$ cat src/rtl/result_reader_if.sv
// ---------------------------------------------------------------------------
// result_reader_if
// Bundles the two data paths of the result reader:
//   - output-SRAM read port : sram_rd_en, sram_addr (reader -> SRAM),
//                             sram_data (SRAM -> reader, 1-cycle latency)
//   - host stream           : m_valid, m_data, m_last (reader -> host),
//                             m_ready (host -> reader)
// Modport master is the reader side; modport slave is the SRAM/host side.
// ---------------------------------------------------------------------------
interface result_reader_if #(
  parameter int DATAWIDTH        = 32,
  parameter int O_DATA_ADDRWIDTH = 16
);
  logic                        sram_rd_en;
  logic [O_DATA_ADDRWIDTH-1:0] sram_addr;
  logic [DATAWIDTH-1:0]        sram_data;
  logic                        m_valid;
  logic                        m_ready;
  logic [DATAWIDTH-1:0]        m_data;
  logic                        m_last;

  modport master (
    output sram_rd_en, sram_addr, m_valid, m_data, m_last,
    input  sram_data, m_ready
  );

  modport slave (
    input  sram_rd_en, sram_addr, m_valid, m_data, m_last,
    output sram_data, m_ready
  );
endinterface

$ cat src/rtl/result_reader.sv
// ---------------------------------------------------------------------------
// result_reader
// Drains rd_len result words from the co-processor output SRAM to a
// valid/ready host stream once the co-processor signals completion.
//
// Ports:
//   clk        - single clock, rising edge
//   rstn       - synchronous active-low reset
//   finish_sig - co-processor done level; a rising edge in IDLE starts a drain
//   rd_len     - number of words to drain, sampled at the start edge
//   bus        - result_reader_if.master: SRAM read port + host stream
//   busy       - high while in RUN
//   done       - one-cycle pulse when the drain completes
//
// Words are read in address order 0..len-1, land in a 2-entry FIFO one cycle
// after the read strobe, and are presented from the FIFO head to the host.
// ---------------------------------------------------------------------------
module result_reader #(
  parameter int DATAWIDTH        = 32,
  parameter int O_DATA_ADDRWIDTH = 16
) (
  input  logic                    clk,
  input  logic                    rstn,
  input  logic                    finish_sig,
  input  logic [O_DATA_ADDRWIDTH:0] rd_len,
  result_reader_if.master         bus,
  output logic                    busy,
  output logic                    done
);

  localparam int AW = O_DATA_ADDRWIDTH;
  // One extra bit so a full 2^AW drain counts to 2^AW instead of wrapping.
  localparam int CW = O_DATA_ADDRWIDTH + 1;

  typedef enum logic [1:0] {
    S_IDLE,
    S_RUN,
    S_FLUSH
  } state_t;

  state_t               state, state_nxt;

  logic                 fin_q;
  logic                 armed;
  logic                 rise;

  logic [CW-1:0]        len_q;
  logic [CW-1:0]        issue_cnt;
  logic [CW-1:0]        deliv_cnt;
  logic                 rd_pending;
  logic                 rd_en;

  logic [DATAWIDTH-1:0] fifo_mem [2];
  logic                 wr_ptr;
  logic                 rd_ptr;
  logic [1:0]           fifo_cnt;
  logic                 push;
  logic                 pop;
  logic                 head_last;
  logic [2:0]           credit;

  // -------------------------------------------------------------------------
  // Start detection. armed stays low until finish_sig has been seen low after
  // reset, so a level already high at reset release cannot start a drain.
  // -------------------------------------------------------------------------
  assign rise = finish_sig & ~fin_q & armed;

  // NOTE: sequential state uses non-blocking (<=) so every flop samples
  // pre-edge values regardless of statement order.
  always_ff @(posedge clk) begin
    if (!rstn) begin
      fin_q <= 1'b0;
      armed <= 1'b0;
    end else begin
      fin_q <= finish_sig;
      armed <= armed | ~finish_sig;
    end
  end

  // -------------------------------------------------------------------------
  // FSM
  // -------------------------------------------------------------------------
  always_ff @(posedge clk) begin
    if (!rstn) state <= S_IDLE;
    else       state <= state_nxt;
  end

  // Slots committed after this edge: FIFO contents plus the read in flight,
  // less the word the host takes this cycle. Counting the same-cycle pop is
  // what lets a back-to-back stream run at one word per cycle while never
  // holding more than two words between SRAM and host.
  assign credit = {1'b0, fifo_cnt} + {2'b00, rd_pending} - {2'b00, pop};

  // NOTE: every always_comb output gets a default first so no path can
  // leave it unassigned and infer a latch.
  always_comb begin
    state_nxt = state;
    rd_en     = 1'b0;
    case (state)
      S_IDLE: begin
        if (rise) state_nxt = (rd_len == '0) ? S_FLUSH : S_RUN;
      end
      S_RUN: begin
        rd_en = (issue_cnt < len_q) && (credit < 3'd2);
        if (pop && head_last) state_nxt = S_FLUSH;
      end
      S_FLUSH: begin
        state_nxt = S_IDLE;
      end
      default: begin
        state_nxt = S_IDLE;
      end
    endcase
  end

  assign busy = (state == S_RUN);
  assign done = (state == S_FLUSH);

  // -------------------------------------------------------------------------
  // Issue / delivery counters and read-in-flight tracking.
  // rd_pending is cleared by reset, so data returning for a read issued just
  // before reset is never pushed.
  // -------------------------------------------------------------------------
  always_ff @(posedge clk) begin
    if (!rstn) begin
      len_q      <= '0;
      issue_cnt  <= '0;
      deliv_cnt  <= '0;
      rd_pending <= 1'b0;
    end else begin
      rd_pending <= rd_en;
      if (state == S_IDLE && rise) begin
        len_q     <= rd_len;
        issue_cnt <= '0;
        deliv_cnt <= '0;
      end else begin
        if (rd_en) issue_cnt <= issue_cnt + CW'(1);
        if (pop)   deliv_cnt <= deliv_cnt + CW'(1);
      end
    end
  end

  // -------------------------------------------------------------------------
  // 2-entry FIFO
  // -------------------------------------------------------------------------
  assign push = rd_pending;
  assign pop  = bus.m_valid & bus.m_ready;

  always_ff @(posedge clk) begin
    if (!rstn) begin
      wr_ptr   <= 1'b0;
      rd_ptr   <= 1'b0;
      fifo_cnt <= 2'd0;
    end else begin
      if (push) wr_ptr <= ~wr_ptr;
      if (pop)  rd_ptr <= ~rd_ptr;
      fifo_cnt <= fifo_cnt + {1'b0, push} - {1'b0, pop};
    end
  end

  // NOTE: the storage array is deliberately not reset; an entry is only
  // visible once fifo_cnt says it was written, and m_data is forced to zero
  // while the FIFO is empty.
  always_ff @(posedge clk) begin
    if (push) fifo_mem[wr_ptr] <= bus.sram_data;
  end

  assign head_last = (deliv_cnt == len_q - CW'(1));

  // -------------------------------------------------------------------------
  // Outputs
  // -------------------------------------------------------------------------
  assign bus.sram_rd_en = rd_en;
  assign bus.sram_addr  = issue_cnt[AW-1:0];
  assign bus.m_valid    = (fifo_cnt != 2'd0);
  assign bus.m_data     = bus.m_valid ? fifo_mem[rd_ptr] : '0;
  assign bus.m_last     = bus.m_valid & head_last;

endmodule
$ cat src/flat_wrapper.sv
// flat-port wrapper written by rule: the top's interface ports become plain ports
module result_reader_flat 
#(
  parameter int DATAWIDTH        = 32,
  parameter int O_DATA_ADDRWIDTH = 16
)
  (clk, rstn, finish_sig, rd_len, busy, done, bus_sram_rd_en, bus_sram_addr, bus_m_valid, bus_m_data, bus_m_last, bus_sram_data, bus_m_ready);
  result_reader_if #(.DATAWIDTH(DATAWIDTH), .O_DATA_ADDRWIDTH(O_DATA_ADDRWIDTH)) bus_i ();
  input  logic clk;
  input  logic rstn;
  input  logic finish_sig;
  input  logic [O_DATA_ADDRWIDTH:0] rd_len;
  output logic busy;
  output logic done;
  output wire logic [$bits(bus_i.sram_rd_en)-1:0] bus_sram_rd_en;
  output wire logic [$bits(bus_i.sram_addr)-1:0] bus_sram_addr;
  output wire logic [$bits(bus_i.m_valid)-1:0] bus_m_valid;
  output wire logic [$bits(bus_i.m_data)-1:0] bus_m_data;
  output wire logic [$bits(bus_i.m_last)-1:0] bus_m_last;
  input wire logic [$bits(bus_i.sram_data)-1:0] bus_sram_data;
  input wire logic [$bits(bus_i.m_ready)-1:0] bus_m_ready;
  assign bus_sram_rd_en = bus_i.sram_rd_en;
  assign bus_sram_addr = bus_i.sram_addr;
  assign bus_m_valid = bus_i.m_valid;
  assign bus_m_data = bus_i.m_data;
  assign bus_m_last = bus_i.m_last;
  assign bus_i.sram_data = bus_sram_data;
  assign bus_i.m_ready = bus_m_ready;
  result_reader #(.DATAWIDTH(DATAWIDTH), .O_DATA_ADDRWIDTH(O_DATA_ADDRWIDTH)) u_core (.clk(clk), .rstn(rstn), .finish_sig(finish_sig), .rd_len(rd_len), .bus(bus_i), .busy(busy), .done(done));
endmodule
$ cat config.mk
export PLATFORM = sky130hd
export DESIGN_NAME = result_reader_flat
export DESIGN_NICKNAME = d
export VERILOG_FILES = /design/src/rtl/result_reader_if.sv /design/src/rtl/result_reader.sv /design/src/flat_wrapper.sv
export SDC_FILE = /design/constraint.sdc
export NUM_CORES = 1
export LEC_CHECK = 0
export CAP_MARGIN = 20
export CORE_AREA = 2 2 120 122
export CTS_CLUSTER_DIAMETER = 30
export DETAILED_ROUTE_END_ITERATION = 10
export DIE_AREA = 0 0 122 124
export PLACE_DENSITY = 0.69
export RECOVER_POWER = 100
export SYNTH_ARGS = -nofsm -noshare
export SYNTH_HDL_FRONTEND = slang
export SYNTH_SLANG_ARGS = --single-unit
$ cat constraint.sdc
create_clock -name clk -period 4.3 [get_ports clk]
set_input_delay 0.86 -clock clk [delete_from_list [all_inputs] [get_ports clk]]
set_output_delay 0.86 -clock clk [all_outputs]
set_load 0.005 [all_outputs]
## After elaboration in Yosys (flattened, before gate mapping)

Memory sizes are Yosys's and may differ from the RTL's. A register that Yosys moved wholly into a read port is not among the register bits.
Cells that the tools add are included.

- Mux-type cells: 10
- Add/sub/neg operators: 7
- $mul: 0
- Div/mod/pow operators: 0
- Shifts and indexed selects: 0
- Reduce and logical (&&, ||, !) cells: 8
- Magnitude comparators: 2
- Bitwise operators: 10
- Equality and inequality tests: 5

Operators by type and width:

| kind | count |
|---|---|
| $add 17x1->17 const B | 2 |
| $mux 32 | 1 |
| $eq 17x17->1 | 1 |
| $logic_not 17->1 | 1 |
| $lt 17x17->1 | 1 |
| $sub 17x1->17 const B | 1 |
| $mux 2 | 3 |
| $mux 1 | 5 |
| $not 1->1 | 5 |
| $and 1x1->1 | 4 |
| $ne 2x1->1 const B | 2 |
| $pmux 2 s2 | 1 |
| $add 2x1->3 | 1 |
| $logic_and 1x1->1 | 3 |
| $lt 3x2->1 const B | 1 |
| $sub 3x1->3 | 1 |
| $add 2x1->2 | 1 |
| $eq 2x1->1 const B | 1 |
| $eq 2x2->1 const B | 1 |
| $logic_not 2->1 | 1 |
| $reduce_and 2->1 | 1 |
| $reduce_bool 2->1 | 1 |
| $reduce_or 2->1 | 1 |
| $sub 2x1->2 | 1 |
| $or 1x1->1 | 1 |

- Latch bits: 0
- Word-level logic and storage cells: 53
- Memories kept: 1
- Input port bits: 53
- Flip-flop bits (word level): 60
- Bits in read-only memories: 0
- Bits in writable memories: 64
- Output and inout port bits: 53

Memories:

| name | depth | width | rd ports | clocked after memory_dff | wr ports | RTL line | source |
|---|---|---|---|---|---|---|---|
| u_core.fifo_mem | 2 | 32 | 1 | 1 | 1 | result_reader.sv:53 | `logic [DATAWIDTH-1:0] fifo_mem [2];` |

## Depth between registers and ports, before layout

Gate-level depths: netlist of run 1.

- Depth in word-level cells: 6
- Gate-level depth with buffers: 14
- Mapped depth without buffers: 13

## Worst setup path after synthesis of run 1

No wires, ideal clock.

- Path kind: input to output
- From: input bus_m_ready
- To: output bus_sram_rd_en
- Slack: 0.215 ns
- Path buffers: 3
- Stages: 13
- Arrival: 3.225 ns
- Required time: 3.440 ns
- Cell sequence: o21a_1 clkbuf_1 ha_1 inv_1 ha_1 inv_1 fa_1 xnor2_1 and4b_1 o21ai_1 clkbuf_1 clkbuf_1 nor2_1

- Word-level cells in the longest chain between the ends: 5

RTL lines:

| what | RTL line | source |
|---|---|---|
| from (decl) | flat_wrapper.sv:21 | `input wire logic [$bits(bus_i.m_ready)-1:0] bus_m_ready;` |
| $and 1x1->1 | result_reader.sv:147 | `assign pop = bus.m_valid & bus.m_ready;` |
| named net u_core.pop | result_reader.sv:58 | `logic pop;` |
| $sub 3x1->3 | result_reader.sv:92 | `assign credit = {1'b0, fifo_cnt} + {2'b00, rd_pending} - {2'b00, pop};` |
| $lt 3x2->1 | result_reader.sv:104 | `rd_en = (issue_cnt < len_q) && (credit < 3'd2);` |
| $logic_and 1x1->1 | result_reader.sv:104 |  |
| $mux 1 | result_reader.sv:99 | `case (state)` |
| to (decl) | flat_wrapper.sv:15 | `output wire logic [$bits(bus_i.sram_rd_en)-1:0] bus_sram_rd_en;` |

The timed path passes the listed nets, and every way through them passes these cells.

## Worst setup path after layout of run 1

- From: register u_core.len_q[0]
- To: output bus_m_last

- Word-level cells in the longest chain between the ends: 3

RTL lines:

| what | RTL line | source |
|---|---|---|
| from (decl) | result_reader.sv:47 | `logic [CW-1:0] len_q;` |
| from (signal assigned) | result_reader.sv:133 | `len_q <= rd_len;` |
| $sub 17x1->17 | result_reader.sv:168 | `assign head_last = (deliv_cnt == len_q - CW'(1));` |
| $eq 17x17->1 | result_reader.sv:168 |  |
| $and 1x1->1 | result_reader.sv:177 | `assign bus.m_last = bus.m_valid & head_last;` |
| to (decl) | flat_wrapper.sv:19 | `output wire logic [$bits(bus_i.m_last)-1:0] bus_m_last;` |

Every way passes these cells.

==> metrics.md, run 1 <==
| Metric | Value |
|---|---|
| Die height | 124 um |
| Mapped Area | 6141 um2 |
| Hold EP | u_core.armed$_SDFF_PN0_ |
| Initial antenna violation count | 0 |
| Routed wire length | 13.49 mm |
| Crit Path Category | register to output pin |
| Ys async rst share | 0% |
| DRT Pass-1 Iters | 4 |
| Post-Place Setup Slack | about 80 ps |
| YS warnings | 0 |
| IO Pins | 106 |
| Clk buf depth | 2 |
| Hold Path Depth | 2 |
| Util after Layout | 57.29% |
| Fin Clk Skew | 8.970 ps |
| Worst reg-to-reg path cell count | 14 |
| CTS clk-pin slew, worst paths | approximately 60 ps |
| Post-DP Area | between 7000 and 8000 um2 |
| Commonest non-fill, non-tap cell in the layout | dlygate4sd3_1 |
| Port bufs | between 100 and 150 |
| Post_cts resized | 0 |
| CP arrival | around 3200 ps |
| Leakage | 0.002897 uW |
| Worst slew margin | -23.73% |
| Yosys top cell by area | edfxtp_1 |
| Placer Congestion | 0.8615 |
| DR vias/cell | 5.258 |
| Routed wire per std cell | 15.40 um |
| Nets | 758 |
| # DRC | 0 |
| Synth Instances | 597 |
| Synth area leaders | edfxtp_1 31%, dfxtp_1 20%, mux2i_1 5.5% |
| Worst setup EP type | output pin |
| GR Overflow Total | 0 |
| Site row count | 43 |
| R2R setup slack | 900 ps |
| Setup slack after layout | approximately 230 ps |
| # setup viols final | 0 |
| Post-DP HPWL | between 9 and 10 mm |
| Largest net degree at the start of global routing | 35 |
| Number of global-route vias before repair | ~4500 |
| Req. time, crit path | 3440 ps |
| Final Critical Period | 4066 ps |
| Postcts setup bufs | 0 |
| Synth top area share | 31.30% |
| Max VDD drop | 0.2069 mV |
| Max Cap Viol | 4 |
| Placed cells | 844 |
| Iter 0 DRT Violations | 315 |
| Hold Buf Count CTS | 0 |
| TritonCTS buffer count | 17 |
| Initial Util | 44.76% |
| Root buf cell | clkbuf_16 |
| Pwr/cell area | a little under 500 nW/um2 |
| H-tree Lvls | 4 |
| CORE AREA | 13720 um2 |
| CTS tree | done |
| Non-filler cells, final | roughly 880 |
| GRT Util Overall | 18.43% |
| Cell variety after synth | 49 |
| Chip width | 122 um |
| Max Slew Vio Count | 135 |
| Fillers | roughly 1200 |
| Outcome | finished with violations |
| Seq/Total Area, Yosys | 51.18% |
| Flop and latch count out of synthesis | 125 |
| Crit path launch type | register |
| Failing checks | max-capacitance violations, max-slew violations |
| Die area | 15130 um2 |
| Post-synth net total | 672 |
| Ant diodes | 0 |
| Post-route antenna net violation count | 0 |
| Post-synth EDFFs | 64 |
| Clk sinks | 125 |
| Worst-margin pin slew | between 1500 and 2000 ps |
| Final instance area | 7860 um2 |
| Most frequent cells in the layout | 85 x dlygate4sd3_1, 67 x nor2_1, 64 x edfxtp_1, 61 x dfxtp_1, 54 x nand2_1 |
| Reg-to-Reg Start | u_core.fifo_cnt[1]$_SDFF_PN0_ |
| R2r endpoint | u_core.issue_cnt[11]$_SDFFE_PP0P_ |
| Dominant synthesized flop cell | edfxtp_1 |
| First-pass GRT wire length | around 22 mm |
| DR vias | 4606 |
| CP max FO | 7 |
| Ratio of cells with drive above 1 in the final layout | 6.034% |
| Final hold vios | 0 |
| Worst min path class | register to register |
| FMAX | roughly 0.25 GHz |
| RSZ-0062 raised after global routing | no |
| Area delta synth->final | 28.00% |
| Skew-Pair Late Insertion Delay | between 400 and 500 ps |
| Period utilisation layout | 94.56% |
| Synthesized area per cell | 10.29 um2 |
| TNS Setup | 0 ps |
| Hold path startpoint | u_core.armed$_SDFF_PN0_ |
==> per-layer routing <==
layer | vias up | global-route usage [%] | wire length [um]
met4 | 0 | 6.825 | 168
li1 | 2300 | - | -
met1 | 2158 | 22.62 | 6038
met2 | 133 | 31.60 | 6569
met5 | - | 0 | 0
met3 | 15 | 4.396 | 714
==> synth_stat cells, types with 16 or more instances <==
| cell | n |
|---|---|
| inv_1 | 26 |
| or4_1 | 16 |
| xnor2_1 | 24 |
| a21boi_0 | 18 |
| buf_4 | 17 |
| nand3_1 | 16 |
| mux2i_1 | 34 |
| nor2_1 | 68 |
| xor2_1 | 18 |
| edfxtp_1 | 64 |
| clkbuf_1 | 20 |
| ha_1 | 21 |
| a21oi_1 | 24 |
| nand2_1 | 54 |
| dfxtp_1 | 61 |
==> sequential cells by signal, indices dropped and copies added, names as in the netlist, named ones only <==
name              count
u_core.fifo_cnt       2
u_core.len_q         17
u_core.rd_ptr         1
u_core.fin_q          1
u_core.fifo_mem      64
u_core.wr_ptr         1
u_core.armed          1
u_core.state          2
u_core.issue_cnt     17
u_core.push           1
u_core.deliv_cnt     17
==> cell families after synthesis <==
kind of cell / after synthesis / share of synthesized area [%]
xor+xnor: 42 / 5.990
buf+inv: 71 / 5.542
flops: 125 / 51.18
compound gates: 85 / 9.434
mux: 34 / 5.542
fa+ha+maj: 22 / 4.605
simple gates: 218 / 17.71
==> where the power goes <==
group	total, uW	leakage, uW	internal, uW	switching (uW)
Sequential	1400	0.00107	1300	96.3
Combinational	862	0.00153	468	394
Clock	1520	0.000302	979	539
Total	3780	0.00290	2750	1030
==> metrics by stage <==
stage	total power, uW	hold slack, ps
global route	3978	502.4
floorplan	1883	444.3
detailed placement	2361	489.8
CTS	3888	498.7
global placement	2346	467.4
finish	3780	491.6
==> how the worst max path moves through the flow <==
stage                                  from  slack (ps)              to  cells after the start
4_1_cts                         bus_m_ready          60  bus_sram_rd_en                     12
6_report       u_core.len_q[0]$_SDFFE_PN0P_         230      bus_m_last                      9
2_1_floorplan                   bus_m_ready         210  bus_sram_rd_en                     13
3_5_place_dp                    bus_m_ready          80  bus_sram_rd_en                     11
5_1_grt        u_core.len_q[0]$_SDFFE_PN0P_          10      bus_m_last                      9
3_3_place_gp                    bus_m_ready         100  bus_sram_rd_en                     12
==> layout make-up <==
class | instances | area [um2] | share of cell area, %
Tap cell | 180 | 225.2 | 2.865
Timing Repair Buffer | 112 | 1091 | 13.88
Clock inverter | 15 | 211.5 | 2.690
Inverter | 26 | 97.59 | 1.242
Clock buffer | 17 | 425.4 | 5.412
Sequential cell | 125 | 3143 | 39.99
Multi-Input combinational cell | 401 | 2666 | 33.92
==> worst max-delay path, cell delays in order (launching register included) <==
cell             delay, ps
dfxtp_1                360
inv_1                   80
ha_1                   180
or4b_1                 610
nor4_1                 370
xnor2_1                130
a2111oi_2              210
nand4_1                180
nor2_1                 150
clkdlybuf4s50_1        520
No activity file was read; power rests on OpenSTA's default activity.
==> inputs of run 2 (changes only) <==
--- a/config.mk
+++ b/config.mk
@@ -5,7 +5,6 @@
 export SDC_FILE = /design/constraint.sdc
 export NUM_CORES = 1
 export LEC_CHECK = 0
-export CAP_MARGIN = 20
 export CORE_AREA = 2 2 120 122
 export CTS_CLUSTER_DIAMETER = 30
 export DETAILED_ROUTE_END_ITERATION = 10
==> constraint.sdc (replaced) <==
create_clock -name clk -period 4.8 [get_ports clk]
set_input_delay 0.96 -clock clk [delete_from_list [all_inputs] [get_ports clk]]
set_output_delay 0.96 -clock clk [all_outputs]
set_load 0.005 [all_outputs]
==> metrics.md, run 2 (synthesis gave the netlist of run 1 again) <==
| Metric | Value |
|---|---|
| Outcome | finished with violations |
| Failing checks | max-capacitance violations, max-slew violations |
| Die height | 124 um (unchanged) |
| R2R setup slack | 1400 ps (+500 ps) |
| Max VDD drop | 0.2144 mV (+3.6%) |
| Number of global-route vias before repair | 4369 (-2.8%) |
| IO Pins | 106 (unchanged) |
| Met3 WL | 716 um (+0.28%) |
| Routed wire length | 13.05 mm (-3.3%) |
| Non-filler cells, final | 876 (unchanged) |
| Crit. Startpoint | bus_m_ready |
| Iter 0 DRT Violations | 302 (-4.1%) |
| GRT Util Overall | 18.16% (-0.27 points) |
| Die area | 15130 um2 (unchanged) |
| CP max stage cell | clkdlybuf4s50_1 |
| WL met2 | 6.184 mm (-5.9%) |
| CP arrival | 3490 ps (+280 ps) |
| WP buf/inv | 4 (+2) |
| Power Internal | 2294 uW (-17%) |
| Max reg flops | 64 (unchanged) |
| Post-DP HPWL | 9.278 mm (-2.4%) |
| Max Slew Vio Count | 135 (unchanged) |
| Site row count | 43 (unchanged) |
| CORE AREA | 13720 um2 (unchanged) |
| Largest net degree at the start of global routing | 35 (unchanged) |
| Post_cts resized | 0 (unchanged) |
| CP max FO | 2 (-5) |
| Area delta synth->final | 26.39% |
| Hold EP | u_core.armed$_SDFF_PN0_ |
| First-pass GRT wire length | 21.02 mm (-2.7%) |
| CTS clk-pin slew, worst paths | 60 ps (about the same) |
| Crit path cell chain | clkdlybuf4s50_1, o21a_1, ha_1, inv_1, ha_1, inv_1, fa_1, xnor2_1, and4b_1, o21ai_0, nor2_1, clkdlybuf4s50_1 |
| DR vias | 4627 (+0.46%) |
| Crit path launch type | input port |
| Hold Buf Count CTS | 0 (unchanged) |
| M1 WL | 5.909 mm (-2.1%) |
| Initial antenna violation count | 0 (unchanged) |
| Fillers | 1195 (+0.34%) |
| Final Critical Period | 4452 ps |
| Routed wire per std cell | 14.89 um (-3.3%) |
| Worst setup EP type | output pin |
| Final Power | 3199 uW (-15%) |
| Final hold vios | 0 (unchanged) |
| GR Overflow Total | 0 (unchanged) |
| Fin Clk Skew | 5.438 ps (-3.532 ps) |
| Register name with the most flops | u_core.fifo_mem |
| # setup viols final | 0 (unchanged) |
| # DRC | 0 (unchanged) |
| Hold path startpoint | u_core.armed$_SDFF_PN0_ |
| DR top layer | met4 |
| Placed cells | 844 (unchanged) |
| Pwr/cell area | 412.2 nW/um2 (-14%) |
| Worst slew margin | -26.74% (-3.0 points) |
| RSZ-0062 raised after global routing | no |
| Final instance area | 7761 um2 (-1.3%) |
| Clk sinks | 125 (unchanged) |
| TritonCTS buffer count | 17 (unchanged) |
| Crit Path Category | input port to output pin |
| DR vias/cell | 5.282 (+0.46%) |
| Post-route antenna net violation count | 0 (unchanged) |
| CTS tree | done |
| Nets | 758 (unchanged) |
| Ratio of cells with drive above 1 in the final layout | 5.460% (-0.57 points) |
| Switching Share | 28.30% (+1.1 points) |
| Clk buf depth | 2 (unchanged) |
| Most frequent cells in the layout | 85 x dlygate4sd3_1, 67 x nor2_1, 64 x edfxtp_1, 61 x dfxtp_1, 54 x nand2_1 |
| Postcts setup bufs | 0 (unchanged) |
| Worst reg-to-reg path cell count | 14 (unchanged) |
| Register area | 3143 um2 (unchanged) |
| DRT Pass-1 Iters | 4 (unchanged) |
| H-tree Lvls | 4 (unchanged) |
| Clock share of power | 36.6% (-3.6 points) |
| Initial Util | 44.76% (unchanged) |
| Max Cap Viol | 4 (unchanged) |
| R2r endpoint | u_core.issue_cnt[11]$_SDFFE_PP0P_ |
| TNS Setup | 0 ps (unchanged) |
| Ant diodes | 0 (unchanged) |
| Switching power | 905.3 uW (-12%) |
| Share of total power in sequential cells | 39.2% (+2.2 points) |
| Crit-path max cell delay | 500 ps (-110 ps) |
| Delay-heaviest family, CP | buffers and inverters |
| Hold Path Depth | 2 (unchanged) |
| Combinational power share | 24.1% (+1.3 points) |
| Chip width | 122 um (unchanged) |
| Leakage | 0.002837 uW (-2.1%) |
| Commonest non-fill, non-tap cell in the layout | dlygate4sd3_1 |
| Worst min path class | register to register |
| Area occupied by multi-input gates | 2660 um2 (-0.23%) |
| Skew-Pair Late Insertion Delay | 410 ps (about the same) |
| Req. time, crit path | 3840 ps (+400 ps) |
| FMAX | 0.2246 GHz |
| Period utilisation layout | 92.76% |
| Worst-margin pin slew | 1899 ps (+45.04 ps) |
| Post-DP Area | 7239 um2 (unchanged) |
| Placer Congestion | 0.8787 (+2.0%) |
| Reg-to-Reg Start | u_core.fifo_cnt[1]$_SDFF_PN0_ |
| Port bufs | 105 (unchanged) |
| Root buf cell | clkbuf_16 |
[run 2: cell types whose count changed in the layout (fill, tap and decap cells not counted), moves of 2 or more]
cell	change
clkinv_4	-2
clkinv_1	+3
clkinv_2	+2
bufinv_16	-3
[run 2: cell type report]
type | count | area share, %
inverter | 26 | 1.257
clock inverter | 15 | 1.564
multi-input combinational | 401 | 34.27
timing repair buffer | 112 | 14.03
clock buffer | 17 | 5.481
tap | 180 | 2.902
sequential | 125 | 40.50
[run 2: worst max-delay path by stage]
stage	endpoint	slack [ps]	depth (start not counted)
finish	bus_sram_rd_en	350	12
global route	bus_sram_rd_en	140	12
floorplan	bus_sram_rd_en	510	13
detailed placement	bus_sram_rd_en	390	12
global placement	bus_sram_rd_en	390	12
CTS	bus_sram_rd_en	380	12
[run 2: power groups by stage]
| stage | clock, uW | combinational [uW] | sequential [uW] |
|---|---|---|---|
| after floorplan | 0 | 474 | 1210 |
| after global placement | 0 | 826 | 1280 |
| after detailed placement | 0 | 839 | 1280 |
| after CTS | 1200 | 842 | 1260 |
| after global routing | 1250 | 862 | 1260 |
| final | 1170 | 772 | 1260 |
[run 2: worst register-to-register path, cell delays in order, from the launching register on]
cell,delay (ps)
dfxtp_1,360
o21a_1,200
ha_1,290
inv_1,50
ha_1,130
inv_1,50
fa_1,370
xnor2_1,150
and4b_1,200
o21ai_0,130
clkbuf_1,420
nor2_1,260
nand2_1,140
or4_1,410
a21oi_1,150
[run 2: stage by stage]
stage | hold slack, ps | setup WS [ps] | utilization [%]
after global routing | 498.2 | 139.0 | 56.57
after CTS | 478.9 | 375.2 | 56.75
after floorplan | 444.3 | 514.9 | -
final | 472.9 | 347.7 | 56.57
after global placement | 468.0 | 393.0 | 52.77
after detailed placement | 470.3 | 389.1 | 52.77
[run 2: per-layer routing]
| metal | global-route usage (%) | vias up |
|---|---|---|
| met3 | 4.945 | 24 |
| met5 | 0 | - |
| li1 | - | 2292 |
| met4 | 6.897 | 0 |
| met2 | 30.10 | 128 |
| met1 | 22.70 | 2183 |
